**config.mk**
```make
export PLATFORM = sky130hd
export DESIGN_NAME = bcd_time_keeper
export DESIGN_NICKNAME = d
export VERILOG_FILES = /design/src/rtl/bcd_time_keeper_pkg.sv /design/src/rtl/bcd_time_keeper_mod_counter.sv /design/src/rtl/bcd_time_keeper.sv
export SDC_FILE = /design/constraint.sdc
export NUM_CORES = 1
export LEC_CHECK = 0
export CAP_MARGIN = 20
export CORE_ASPECT_RATIO = 2
export CORE_MARGIN = 2
export CORE_UTILIZATION = 46
export CTS_CLUSTER_DIAMETER = 30
export DETAILED_ROUTE_END_ITERATION = 8
export PLACE_DENSITY = 0.65
export SYNTH_ARGS = -nofsm -noshare
export SYNTH_HDL_FRONTEND = slang
export SYNTH_HIERARCHICAL = 1
export SYNTH_SLANG_ARGS = --single-unit
```
**constraint.sdc**
```tcl
create_clock -name clk -period 5.6 [get_ports clk]
set_input_delay 1.12 -clock clk [delete_from_list [all_inputs] [get_ports clk]]
set_output_delay 1.12 -clock clk [all_outputs]
set_load 0.1 [all_outputs]
```
**src/rtl/bcd_time_keeper_pkg.sv**
```systemverilog
// Shared digit limits and reset-value helpers for the BCD time keeper.
// Every BCD digit comparison uses these limits.
package bcd_time_keeper_pkg;

    localparam logic [3:0] SEC_T_MAX       = 4'd5;
    localparam logic [3:0] MIN_T_MAX       = 4'd5;
    localparam logic [3:0] DIGIT_U_MAX     = 4'd9;
    localparam logic [3:0] HRS_T_MAX       = 4'd2;
    localparam logic [3:0] HRS_U_MAX_AT_20 = 4'd3;

    function automatic logic [3:0] bcd_tens(input int unsigned v);
        return 4'(v / 10);
    endfunction

    function automatic logic [3:0] bcd_units(input int unsigned v);
        return 4'(v % 10);
    endfunction

endpackage

```
**src/rtl/bcd_time_keeper_mod_counter.sv**
```systemverilog
// Two-digit BCD modulo counter (seconds or minutes field).
// The counter wraps at TENS_MAX:UNITS_MAX and flags a carry on that wrap. A clear overrides an increment.
module bcd_mod_counter
    import bcd_time_keeper_pkg::*;
#(
    parameter int         TENS_W    = 3,
    parameter logic [3:0] TENS_MAX  = 4'd5,
    parameter logic [3:0] UNITS_MAX = 4'd9,
    parameter logic [3:0] TENS_RST  = 4'd0,
    parameter logic [3:0] UNITS_RST = 4'd0
) (
    input  logic              clk,
    input  logic              reset_n,
    input  logic              inc,
    input  logic              clear,
    output logic [TENS_W-1:0] tens,
    output logic [3:0]        units,
    output logic              carry
);

    logic [TENS_W-1:0] tens_q, tens_d;
    logic [3:0]        units_q, units_d;

    always_comb begin
        tens_d  = tens_q;
        units_d = units_q;
        carry   = 1'b0;
        if (clear) begin
            tens_d  = '0;
            units_d = '0;
        end else if (inc) begin
            if (units_q == UNITS_MAX) begin
                units_d = '0;
                if (tens_q == TENS_W'(TENS_MAX)) begin
                    tens_d = '0;
                    carry  = 1'b1;
                end else begin
                    tens_d = tens_q + 1'b1;
                end
            end else begin
                units_d = units_q + 4'd1;
            end
        end
    end

    always_ff @(posedge clk or negedge reset_n) begin
        if (!reset_n) begin
            tens_q  <= TENS_W'(TENS_RST);
            units_q <= UNITS_RST;
        end else begin
            tens_q  <= tens_d;
            units_q <= units_d;
        end
    end

    assign tens  = tens_q;
    assign units = units_q;

endmodule

```
**src/rtl/bcd_time_keeper.sv**
```systemverilog
// This module keeps 24-hour BCD time using a 1 Hz prescaler and accepts adjust pulses.
// It also generates the button_en strobe that clocks the button pulse stages.
module bcd_time_keeper
    import bcd_time_keeper_pkg::*;
#(
    parameter int CLK_FREQ    = 31500000,
    parameter int BUTTON_RATE = 10,
    parameter int RESET_HRS   = 12,
    parameter int RESET_MIN   = 0
) (
    input  logic       clk,
    input  logic       reset_n,
    input  logic       adj_hrs,
    input  logic       adj_min,
    input  logic       adj_sec,
    output logic       button_en,
    output logic       sec_tick,
    output logic [1:0] hrs_t,
    output logic [3:0] hrs_u,
    output logic [2:0] min_t,
    output logic [3:0] min_u,
    output logic [2:0] sec_t,
    output logic [3:0] sec_u
);

    localparam int BTN_DIV   = CLK_FREQ / BUTTON_RATE;
    localparam int SEC_DIV_W = $clog2(CLK_FREQ);
    localparam int BTN_DIV_W = $clog2(BTN_DIV);
    localparam logic [SEC_DIV_W-1:0] SEC_DIV_LAST = SEC_DIV_W'(CLK_FREQ - 1);
    localparam logic [BTN_DIV_W-1:0] BTN_DIV_LAST = BTN_DIV_W'(BTN_DIV - 1);

    logic [SEC_DIV_W-1:0] sec_div_q, sec_div_d;
    logic [BTN_DIV_W-1:0] btn_div_q, btn_div_d;
    logic                 sec_tick_q, sec_tick_d;
    logic                 button_en_q, button_en_d;
    logic [1:0]           hrs_t_q, hrs_t_d;
    logic [3:0]           hrs_u_q, hrs_u_d;
    logic                 sec_inc, min_inc, hrs_inc;
    logic                 sec_carry, min_carry;

    always_comb begin
        sec_div_d   = sec_div_q + 1'b1;
        sec_tick_d  = 1'b0;
        btn_div_d   = btn_div_q + 1'b1;
        button_en_d = 1'b0;
        hrs_t_d     = hrs_t_q;
        hrs_u_d     = hrs_u_q;

        // A seconds resync wins over a natural wrap and swallows that tick
        if (adj_sec) begin
            sec_div_d = '0;
        end else if (sec_div_q == SEC_DIV_LAST) begin
            sec_div_d  = '0;
            sec_tick_d = 1'b1;
        end

        if (btn_div_q == BTN_DIV_LAST) begin
            btn_div_d   = '0;
            button_en_d = 1'b1;
        end

        sec_inc = sec_tick_d;
        min_inc = adj_min | sec_carry;
        // An adjusted field absorbs its incoming carry and never carries onward
        hrs_inc = adj_hrs | (min_carry & ~adj_min);

        if (hrs_inc) begin
            if (hrs_t_q == HRS_T_MAX[1:0] && hrs_u_q == HRS_U_MAX_AT_20) begin
                hrs_t_d = 2'd0;
                hrs_u_d = 4'd0;
            end else if (hrs_u_q == DIGIT_U_MAX) begin
                hrs_t_d = hrs_t_q + 2'd1;
                hrs_u_d = 4'd0;
            end else begin
                hrs_u_d = hrs_u_q + 4'd1;
            end
        end
    end

    always_ff @(posedge clk or negedge reset_n) begin
        if (!reset_n) begin
            sec_div_q   <= '0;
            btn_div_q   <= '0;
            sec_tick_q  <= 1'b0;
            button_en_q <= 1'b0;
            hrs_t_q     <= 2'(bcd_tens(RESET_HRS));
            hrs_u_q     <= bcd_units(RESET_HRS);
        end else begin
            sec_div_q   <= sec_div_d;
            btn_div_q   <= btn_div_d;
            sec_tick_q  <= sec_tick_d;
            button_en_q <= button_en_d;
            hrs_t_q     <= hrs_t_d;
            hrs_u_q     <= hrs_u_d;
        end
    end

    bcd_mod_counter #(
        .TENS_W   (3),
        .TENS_MAX (SEC_T_MAX),
        .UNITS_MAX(DIGIT_U_MAX),
        .TENS_RST (4'd0),
        .UNITS_RST(4'd0)
    ) u_sec (
        .clk    (clk),
        .reset_n(reset_n),
        .inc    (sec_inc),
        .clear  (adj_sec),
        .tens   (sec_t),
        .units  (sec_u),
        .carry  (sec_carry)
    );

    bcd_mod_counter #(
        .TENS_W   (3),
        .TENS_MAX (MIN_T_MAX),
        .UNITS_MAX(DIGIT_U_MAX),
        .TENS_RST (bcd_tens(RESET_MIN)),
        .UNITS_RST(bcd_units(RESET_MIN))
    ) u_min (
        .clk    (clk),
        .reset_n(reset_n),
        .inc    (min_inc),
        .clear  (1'b0),
        .tens   (min_t),
        .units  (min_u),
        .carry  (min_carry)
    );

    assign button_en = button_en_q;
    assign sec_tick  = sec_tick_q;
    assign hrs_t     = hrs_t_q;
    assign hrs_u     = hrs_u_q;

endmodule

```
==> impl.org, run 1 <==
** Setup path
- The critical path is of the input pin to flip-flop type.
- CP max-delay cell :: clkdlybuf4s50_1
- CP top delay family :: simple AND/OR/NAND/NOR gates
- Counting both buffers and inverters, the worst setup path holds a total of 1.
- Critical path peak fanout :: 11
- STA puts the critical path data required time at 5820 ps.
- Crit path DAT :: 4210 ps
- The largest single stage delay on the critical path is 590 ps.
- The worst setup path is launched from an input pin.
- Register-to-Register Setup Slack :: 1880 ps
- Critical Path Sink Type :: flip-flop
- The signal on the critical path passes through clkdlybuf4s50_1, nor2_1, nand2_1, nor4b_1, or2_2, nand2_1, nor4b_1, a21oi_1, or2_2, o41ai_1.

** Timing
- Total count of max-transition violations in the final report :: 0
- Clock skew on the completed layout was measured at 6.99 ps.
- The worst path needs 3990 ps of the cycle, external delays included.
- Worst Max-Slew Pin Slew :: 975 ps
- Headroom to the max-slew limit :: 34.8%
- For this run, the top clock speed supported by timing is 251 MHz.
- Setup violations remaining at the end of the flow were counted as 0.
- Final sum of negative setup slack :: 0 ps
- Setup repair after global routing left no endpoint under its margin.
- The number of hold violations in the final report came to 0.
- The final critical path takes up 71.3% of the cycle.

** Routing
- After detailed routing, the number of vias per cell comes to 5.53.
- Number of vias after detailed routing :: 2697
- Detailed-router iteration count before antenna repair :: 4
- Routed length per placed instance :: 14.5 um
- Routed Antenna Nets :: 0
- After detailed routing, the number of remaining DRC violations is 0.
- Final wirelength :: 7090 um
- Detailed Route Iter0 Violations :: 165

** Synthesis
- Library cells used by synthesis :: 46
- Yosys attributes the largest share of cell area to dfrtp_1 (47%), xnor2_1 (5.9%), nor2_1 (3.8%).
- Number of instances in the synthesized netlist :: 355
- Of all cell types, the one taking the most synthesized area is dfrtp_1.
- Number of enable-type register cells in the synthesized netlist :: 0
- Asr flop ratio synth :: 100%
- A synthesized cell averages 10.0 um2.
- Fraction of post-synthesis cell area in the top cell type by area :: 47.2%
- Post-synthesis instance area :: 3550 um2
- Yosys synthesis warning count :: 6
- Share of the yosys chip area belonging to registers :: 48.7%
- Most common flop cell mapped by yosys :: dfrtp_1
- The synthesized design contains 69 register bits.

** Global route
- The first global-routing pass estimated 12400 um of wire.
- Via count of the first global-routing pass :: 2825
- Number of antenna violations at the first check in global routing :: 0
- Residual overflow from global routing :: 0
- Global routing consumed, over all layers together, 18.9% of the routing resources.
- Entering global routing, the biggest net connects 70 pins.

** Pwr
- Pwr dens :: 327 nW/um2
- Overall power consumption after layout is estimated at 1.37 mW.
- For this design the static power due to leakage is 1.79 nW.
- Max IR drop VDD :: 0.186 mV

** Placed design
- Half-perimeter wire length of the detailed placement result :: 5040 um
- The congestion estimate from routability-driven global placement came to 0.823.
- Number of input and output port buffers inserted :: 26
- After detailed placement, the design holds a cell count of 474.
- Once placement finished, the instance area stood at 3920 um2.

** Cells and area
- Cell Count, Final, Fillers Out :: 488
- Cells with a size suffix above 1 make up 7.36% of the layout.
- Synth-to-layout area growth :: 17.9%
- # nets final :: 404
- The number of antenna diodes in the final layout is 0.
- Once layout is done, the placed cells without fillers occupy 4190 um2.

** Floorplanning
- Core area :: 7540 um2
- Starting density of the core :: 47.1%
- Num rows :: 45
- Vertical die dimension :: 128 um
- Horizontal die dimension :: 66.1 um
- The die covers 8480 um2.
- Io pins :: 27

** Clock tree
- Maximum count of clock buffers along a single path :: 2
- Clock slew at the register clock pins of the worst setup and hold paths :: 50 ps
- The H-tree generated during clock tree synthesis spans 3 levels.
- Once the clock tree was built, the resizer swapped 0 gates to a different size.
- In this run the clock root is driven by a clkbuf_16.
- CTS tree :: done
- Buffers added to address setup during post-CTS repair amount to 0.
- The clock net in this run drives a total of 69 sinks.
- TritonCTS created 9 clock buffers.
- After clock tree synthesis, the flow added hold-fix buffers numbering 0.
- At the later pin of the worst-skew pair, clock insertion delay measures 330 ps.

** Run
- Max Cap Viol :: 0

** Worst hold path
- The path class of the tightest hold or removal check is flip-flop to flip-flop.

** Status
- Status :: finished, final reports clean
==> worst paths after layout <==
| path | cells past startpoint | to | start |
|---|---|---|---|
| worst max register to register | 13 | hrs_t[1]$_DFFE_PN0P_ | sec_div_q[0]$_DFF_PN0_ |
| worst min-delay path | 1 | btn_div_q[21]$_DFF_PN0_ | btn_div_q[21]$_DFF_PN0_ |
| worst min register to register | 1 | btn_div_q[21]$_DFF_PN0_ | btn_div_q[21]$_DFF_PN0_ |
| worst max-delay path | 10 | hrs_t[1]$_DFFE_PN0P_ | adj_sec |
| max in group asynchronous | 2 | sec_div_q[22]$_DFF_PN0_ | reset_n |
| min in group asynchronous | 2 | sec_div_q[2]$_DFF_PN0_ | reset_n |
==> metrics by stage <==
step	hold WS, ps	setup slack (ps)	util, %
after CTS	464	1550	55.5
final	461	1610	55.5
after floorplan	431	2250	-
after detailed placement	457	1200	51.9
after global routing	501	1210	55.5
after global placement	449	1350	51.9
==> logic make-up after synthesis <==
kind of cell / share of synthesized area (%)
AND/OR/NAND/NOR: 26.6
multiplexers: 1.13
adder cells (fa/ha/maj): 2.82
XOR/XNOR: 8.39
other: 0.106
flip-flops: 48.7
buffers and inverters: 2.57
AO/OA/AOI/OAI: 9.73
==> layout make-up <==
type,count,area (um2)
multi-input cells,270,1760
inverters,14,52.6
clock inverters,2,10.0
flip-flops and latches,69,1730
repair buffers,27,263
clock buffers,12,256
well taps,94,118
fillers,702,3360
==> power breakdown <==
part / switching [mW] / internal [mW]
sequential: 0.0341 / 0.528
combinational: 0.221 / 0.0764
clock: 0.194 / 0.317
==> Yosys cell counts (6+ instances only) <==
cell / instances
a21oi_1: 20
and3_1: 6
dfrtp_1: 67
ha_1: 8
inv_1: 14
nand2_1: 20
nand2b_1: 7
nand3_1: 19
nand4_1: 13
nor2_1: 36
nor3_1: 6
nor4_1: 6
nor4b_1: 7
o21ai_0: 15
o31ai_1: 6
or3_1: 6
or4_1: 8
xnor2_1: 24
xor2_1: 10
==> registers in the layout, summed over array words and instances, names as in the netlist <==
signal and flops:
u_min/units 4, hrs_t 2, hrs_u 4, sec_tick 1, button_en 1, u_sec/tens 3, btn_div_q 22, sec_div_q 25
u_sec/units 4, u_min/tens 3
==> placed cells by master, fill, tap and decap left out, types with 7 or more instances in the layout <==
cell / Yosys / routed
dfrtp_1: 67 / 67
nor2_1: 36 / 36
clkdlybuf4s50_1: 0 / 25
xnor2_1: 24 / 24
nand2_1: 20 / 20
a21oi_1: 20 / 20
nand3_1: 19 / 19
o21ai_0: 15 / 15
inv_1: 14 / 14
nand4_1: 13 / 13
xor2_1: 10 / 10
clkbuf_16: 0 / 9
or4_1: 8 / 8
ha_1: 8 / 8
conb_1: 1 / 8
nor4b_1: 7 / 7
nand2b_1: 7 / 7
==> layer usage <==
| metal | vias to the layer above | GRT usage [%] | share of wire [%] |
|---|---|---|---|
| li1 | 1339 | - | - |
| met1 | 1302 | 18.9 | 38 |
| met2 | 38 | 34.2 | 56 |
| met3 | 18 | 4.74 | 2.4 |
| met4 | 0 | 10.7 | 3.2 |
| met5 | - | 0 | 0 |
(Power assumes the default switching activity.)
==> inputs of run 2 (changes only) <==
--- a/config.mk
+++ b/config.mk
@@ -11,7 +11,7 @@
 export CORE_UTILIZATION = 46
 export CTS_CLUSTER_DIAMETER = 30
 export DETAILED_ROUTE_END_ITERATION = 8
-export PLACE_DENSITY = 0.65
+export PLACE_DENSITY = 0.68
 export SYNTH_ARGS = -nofsm -noshare
 export SYNTH_HDL_FRONTEND = slang
 export SYNTH_HIERARCHICAL = 1
==> constraint.sdc (replaced) <==
create_clock -name clk -period 3.2 [get_ports clk]
set_input_delay 0.64 -clock clk [delete_from_list [all_inputs] [get_ports clk]]
set_output_delay 0.64 -clock clk [all_outputs]
set_load 0.1 [all_outputs]
==> run 2 against run 1 <==
Effect of this change: cell count is 1.6% higher; core utilization is 1.1 points higher; global-route usage is 0.70 points higher; design area is 1.9% higher; critical endpoint unchanged; die area stayed put.
==> impl.org, run 2 (synthesized netlist as in run 1, its figures left out) <==
** Global route
- The met3 layer usage reported by global route is 4.39% (-0.35 points).
- The global-route track usage on met2 came to 37.0% (+2.8 points).
- The met1 layer usage reported by global route is 18.6% (-0.36 points).
- First-pass GRT wire length :: 12600 um (+1.8%)
- The total grt overflow is 0 (unchanged).
- In this run the most used layer during global routing was met2.
- The overall global routing resource usage came to 19.6% (+0.70 points).
- Via count of the first global-routing pass :: 2808 (-0.60%)
- Pin count of the biggest net entering global routing :: 42 (-40%)
- Number of antenna violations at the first check in global routing :: 0 (unchanged)

** Cells and area
- Inserted Diodes :: 0 (unchanged)
- Flip-flop count of the largest register, all copies and words added :: 25 (unchanged)
- Share of the core filled with cells :: 56.6% (+1.1 points)
- Cell Count, Final, Fillers Out :: 496 (+1.6%)
- The post-layout net count is 410 (+1.5%).
- Largest registers ranked by flip-flop count :: sec_div_q x25, btn_div_q x22
- Layout cell share with drive strength beyond 1 :: 16.9% (+9.6 points)
- Most frequent cells in the layout :: dfrtp_1 (66), nor2_1 (35), buf_4 (28)
- Leaving out fill and tap cells, the most frequent cell in the layout is dfrtp_1.
- Synth-to-layout area growth :: 20.2%
- Reg with most FFs :: sec_div_q

** Clock tree
- Maximum count of clock buffers along a single path :: 2 (unchanged)
- The number of sinks on the clock net came to 69 (unchanged).
- The post-cts resize count was 0 (unchanged).
- The H-tree depth reported by CTS was 3 (unchanged).
- The hold buffer count at CTS was 0 (unchanged).
- CTS tree :: done
- In this run the clock root is driven by a clkbuf_16.
- The total setup buffers inserted after CTS was 0 (unchanged).
- The latest clock arrival within the worst-skew pair is 330 ps (about the same).
- The CTS buffer count was 9 (unchanged).
- Clock slew at the register clock pins of the worst setup and hold paths :: 60 ps (about the same)

** Pwr
- The reported leakage power came to 1.89 nW (+5.7%).
- The power dissipated by switching net loads is 0.825 mW (+84%).
- Share of total power in sequential cells :: 38.9% (-2.1 points)
- Switching power as a share of total power :: 32.5% (-0.28 points)
- Pwr dens :: 596 nW/um2 (+82%)
- The maximum ir drop on the vdd rail is 0.336 mV (+81%).
- The logic gate share of total power was 21.0% (-0.7 points).
- Internal power component :: 1.72 mW (+86%)
- The relative contribution of the clock network to total power is 40.1% (+2.8 points).

** Timing
- Achievable clock frequency :: 331 MHz
- The number of hold violations in the final report is 0 (unchanged).
- The worst max-slew margin expressed relative to the limit came to 52.3% (+18 points).
- The worst path in the final design needs a cycle of 3030 ps, including I/O delays and setup.
- Number of setup violations in the final report :: 0 (unchanged)
- Total count of max-transition violations in the final report :: 0 (unchanged)
- The final clock skew was 9.23 ps (+2.24 ps).
- The setup total negative slack is 0 ps (unchanged).
- The final critical path takes up 94.5% of the cycle.
- Worst Max-Slew Pin Slew :: 710 ps (-265 ps)

** Floorplanning
- Vertical die dimension :: 128 um (unchanged)
- Num rows :: 45 (unchanged)
- Die ar. :: 8480 um2 (unchanged)
- The area inside the core boundary came to 7540 um2 (unchanged).
- Horizontal die dimension :: 66.1 um (unchanged)
- The initial standard-cell utilization of the core is 47.1% (unchanged).
- The top-level port count was 27 (unchanged).

** Placed design
- Half-perimeter wire length of the detailed placement result :: 5590 um (+11%)
- The number of I/O port buffers came to 26 (unchanged).
- The number of placed instances with taps included is 480 (+1.3%).
- Last weighted congestion value of the routability-driven placer :: 0.865 (+5.1%)

** Setup path
- In this run the critical register-to-register path is launched from sec_div_q[0]$_DFF_PN0_.
- The data arrival time of the critical path is 3220 ps (-990 ps).
- Worst reg2reg endpoint :: hrs_t[1]$_DFFE_PN0P_
- STA classifies the critical path endpoint as a flip-flop.
- The highest net fanout along the worst path was 4 (-7).
- Worst Setup Start Kind :: flip-flop
- The required time reported for the critical path endpoint came to 3400 ps (-2420 ps).
- The setup path with the least slack is of type flip-flop to flip-flop.
- Register-to-Register Setup Slack :: 170 ps (-1710 ps)
- R2R cell count :: 13 (unchanged)

** Routing
- Final wirelength :: 7700 um (+8.7%)
- Routed vias/inst :: 5.62 (+1.7%)
- Routed length per placed instance :: 15.5 um (+7.0%)
- Detailed-router iteration count before antenna repair :: 5 (+1)
- Residual DRC :: 0 (unchanged)
- The number of nets still failing antenna checks after routing came to 0 (unchanged).
- Detailed Route Iter0 Violations :: 101 (-39%)
- Number of vias after detailed routing :: 2788 (+3.4%)

** Status
- Status :: finished, final reports clean

** Worst hold path
- In this run the worst hold path is classified as input pin to asynchronous set/reset pin.

** Run
- The max-capacitance violation count was 0 (unchanged).
[run 2: cell types whose count changed in the layout (fill, tap and decap cells not counted), moves of 2 or more]
cell             change
buf_4               +27
clkdlybuf4s50_1     -22
o41ai_1              -2
o41ai_2              +2
[run 2: power by group through the flow]
stage | Combinational (mW) | Sequential [mW] | Clock [mW]
finish | 0.533 | 0.990 | 1.02
global route | 0.564 | 0.998 | 1.08
CTS | 0.528 | 0.988 | 1.04
detailed placement | 0.528 | 1.00 | 0
global placement | 0.517 | 1.00 | 0
floorplan | 0.133 | 1.26 | 0
[run 2: routing by layer]
layer	wire length, um	part of all wire (%)	up-vias
met1	2810	36	1362
met3	231	3.0	23
met2	4370	57	52
met4	294	3.8	0
met5	0	0	-
li1	-	-	1351
[run 2: cell type report]
cell class	instances	area, um2
Clock buffer	12	267
Fill cell	676	3280
Inverter	14	52.6
Tap cell	94	118
Sequential cell	69	1730
Timing Repair Buffer	33	265
Multi-Input combinational cell	270	1790
Clock inverter	4	45.0
[run 2: worst max path at each step]
| stage | from | end | slack, ps | depth (start not counted) |
|---|---|---|---|---|
| finish | sec_div_q[0]$_DFF_PN0_ | hrs_t[1]$_DFFE_PN0P_ | 170 | 13 |
| global route | sec_div_q[0]$_DFF_PN0_ | hrs_t[1]$_DFFE_PN0P_ | -10 | 13 |
| CTS | sec_div_q[0]$_DFF_PN0_ | hrs_t[1]$_DFFE_PN0P_ | 160 | 13 |
| detailed placement | sec_div_q[0]$_DFF_PN0_ | hrs_t[1]$_DFFE_PN0P_ | 190 | 13 |
| global placement | adj_sec | hrs_t[1]$_DFFE_PN0P_ | 320 | 10 |
| floorplan | sec_div_q[0]$_DFF_PN0_ | hrs_t[1]$_DFFE_PN0P_ | 20 | 16 |
[run 2: worst max-delay path, stage by stage, from the launching register on]
cell and delay (ps):
dfrtp_1 380, ha_2 220, and4_1 250, and3_1 190
nand4_1 90, nor2_2 130, nand2_1 130, nor4b_1 280
or2_2 170, nand2_2 90, nor4b_2 300, a21oi_2 120
o41ai_2 420, o41ai_2 140
[run 2: metrics by stage]
step / setup slack (ps) / power [mW] / area [um2] / hold slack [ps]
3_5_place_dp: 186 / 1.53 / 3940 / 467
4_1_cts: 164 / 2.56 / 4250 / 372
5_1_grt: -14.5 / 2.65 / 4270 / 408
3_3_place_gp: 323 / 1.52 / 3940 / 461
6_report: 175 / 2.54 / 4270 / 351
2_1_floorplan: 19.0 / 1.40 / 3610 / 344
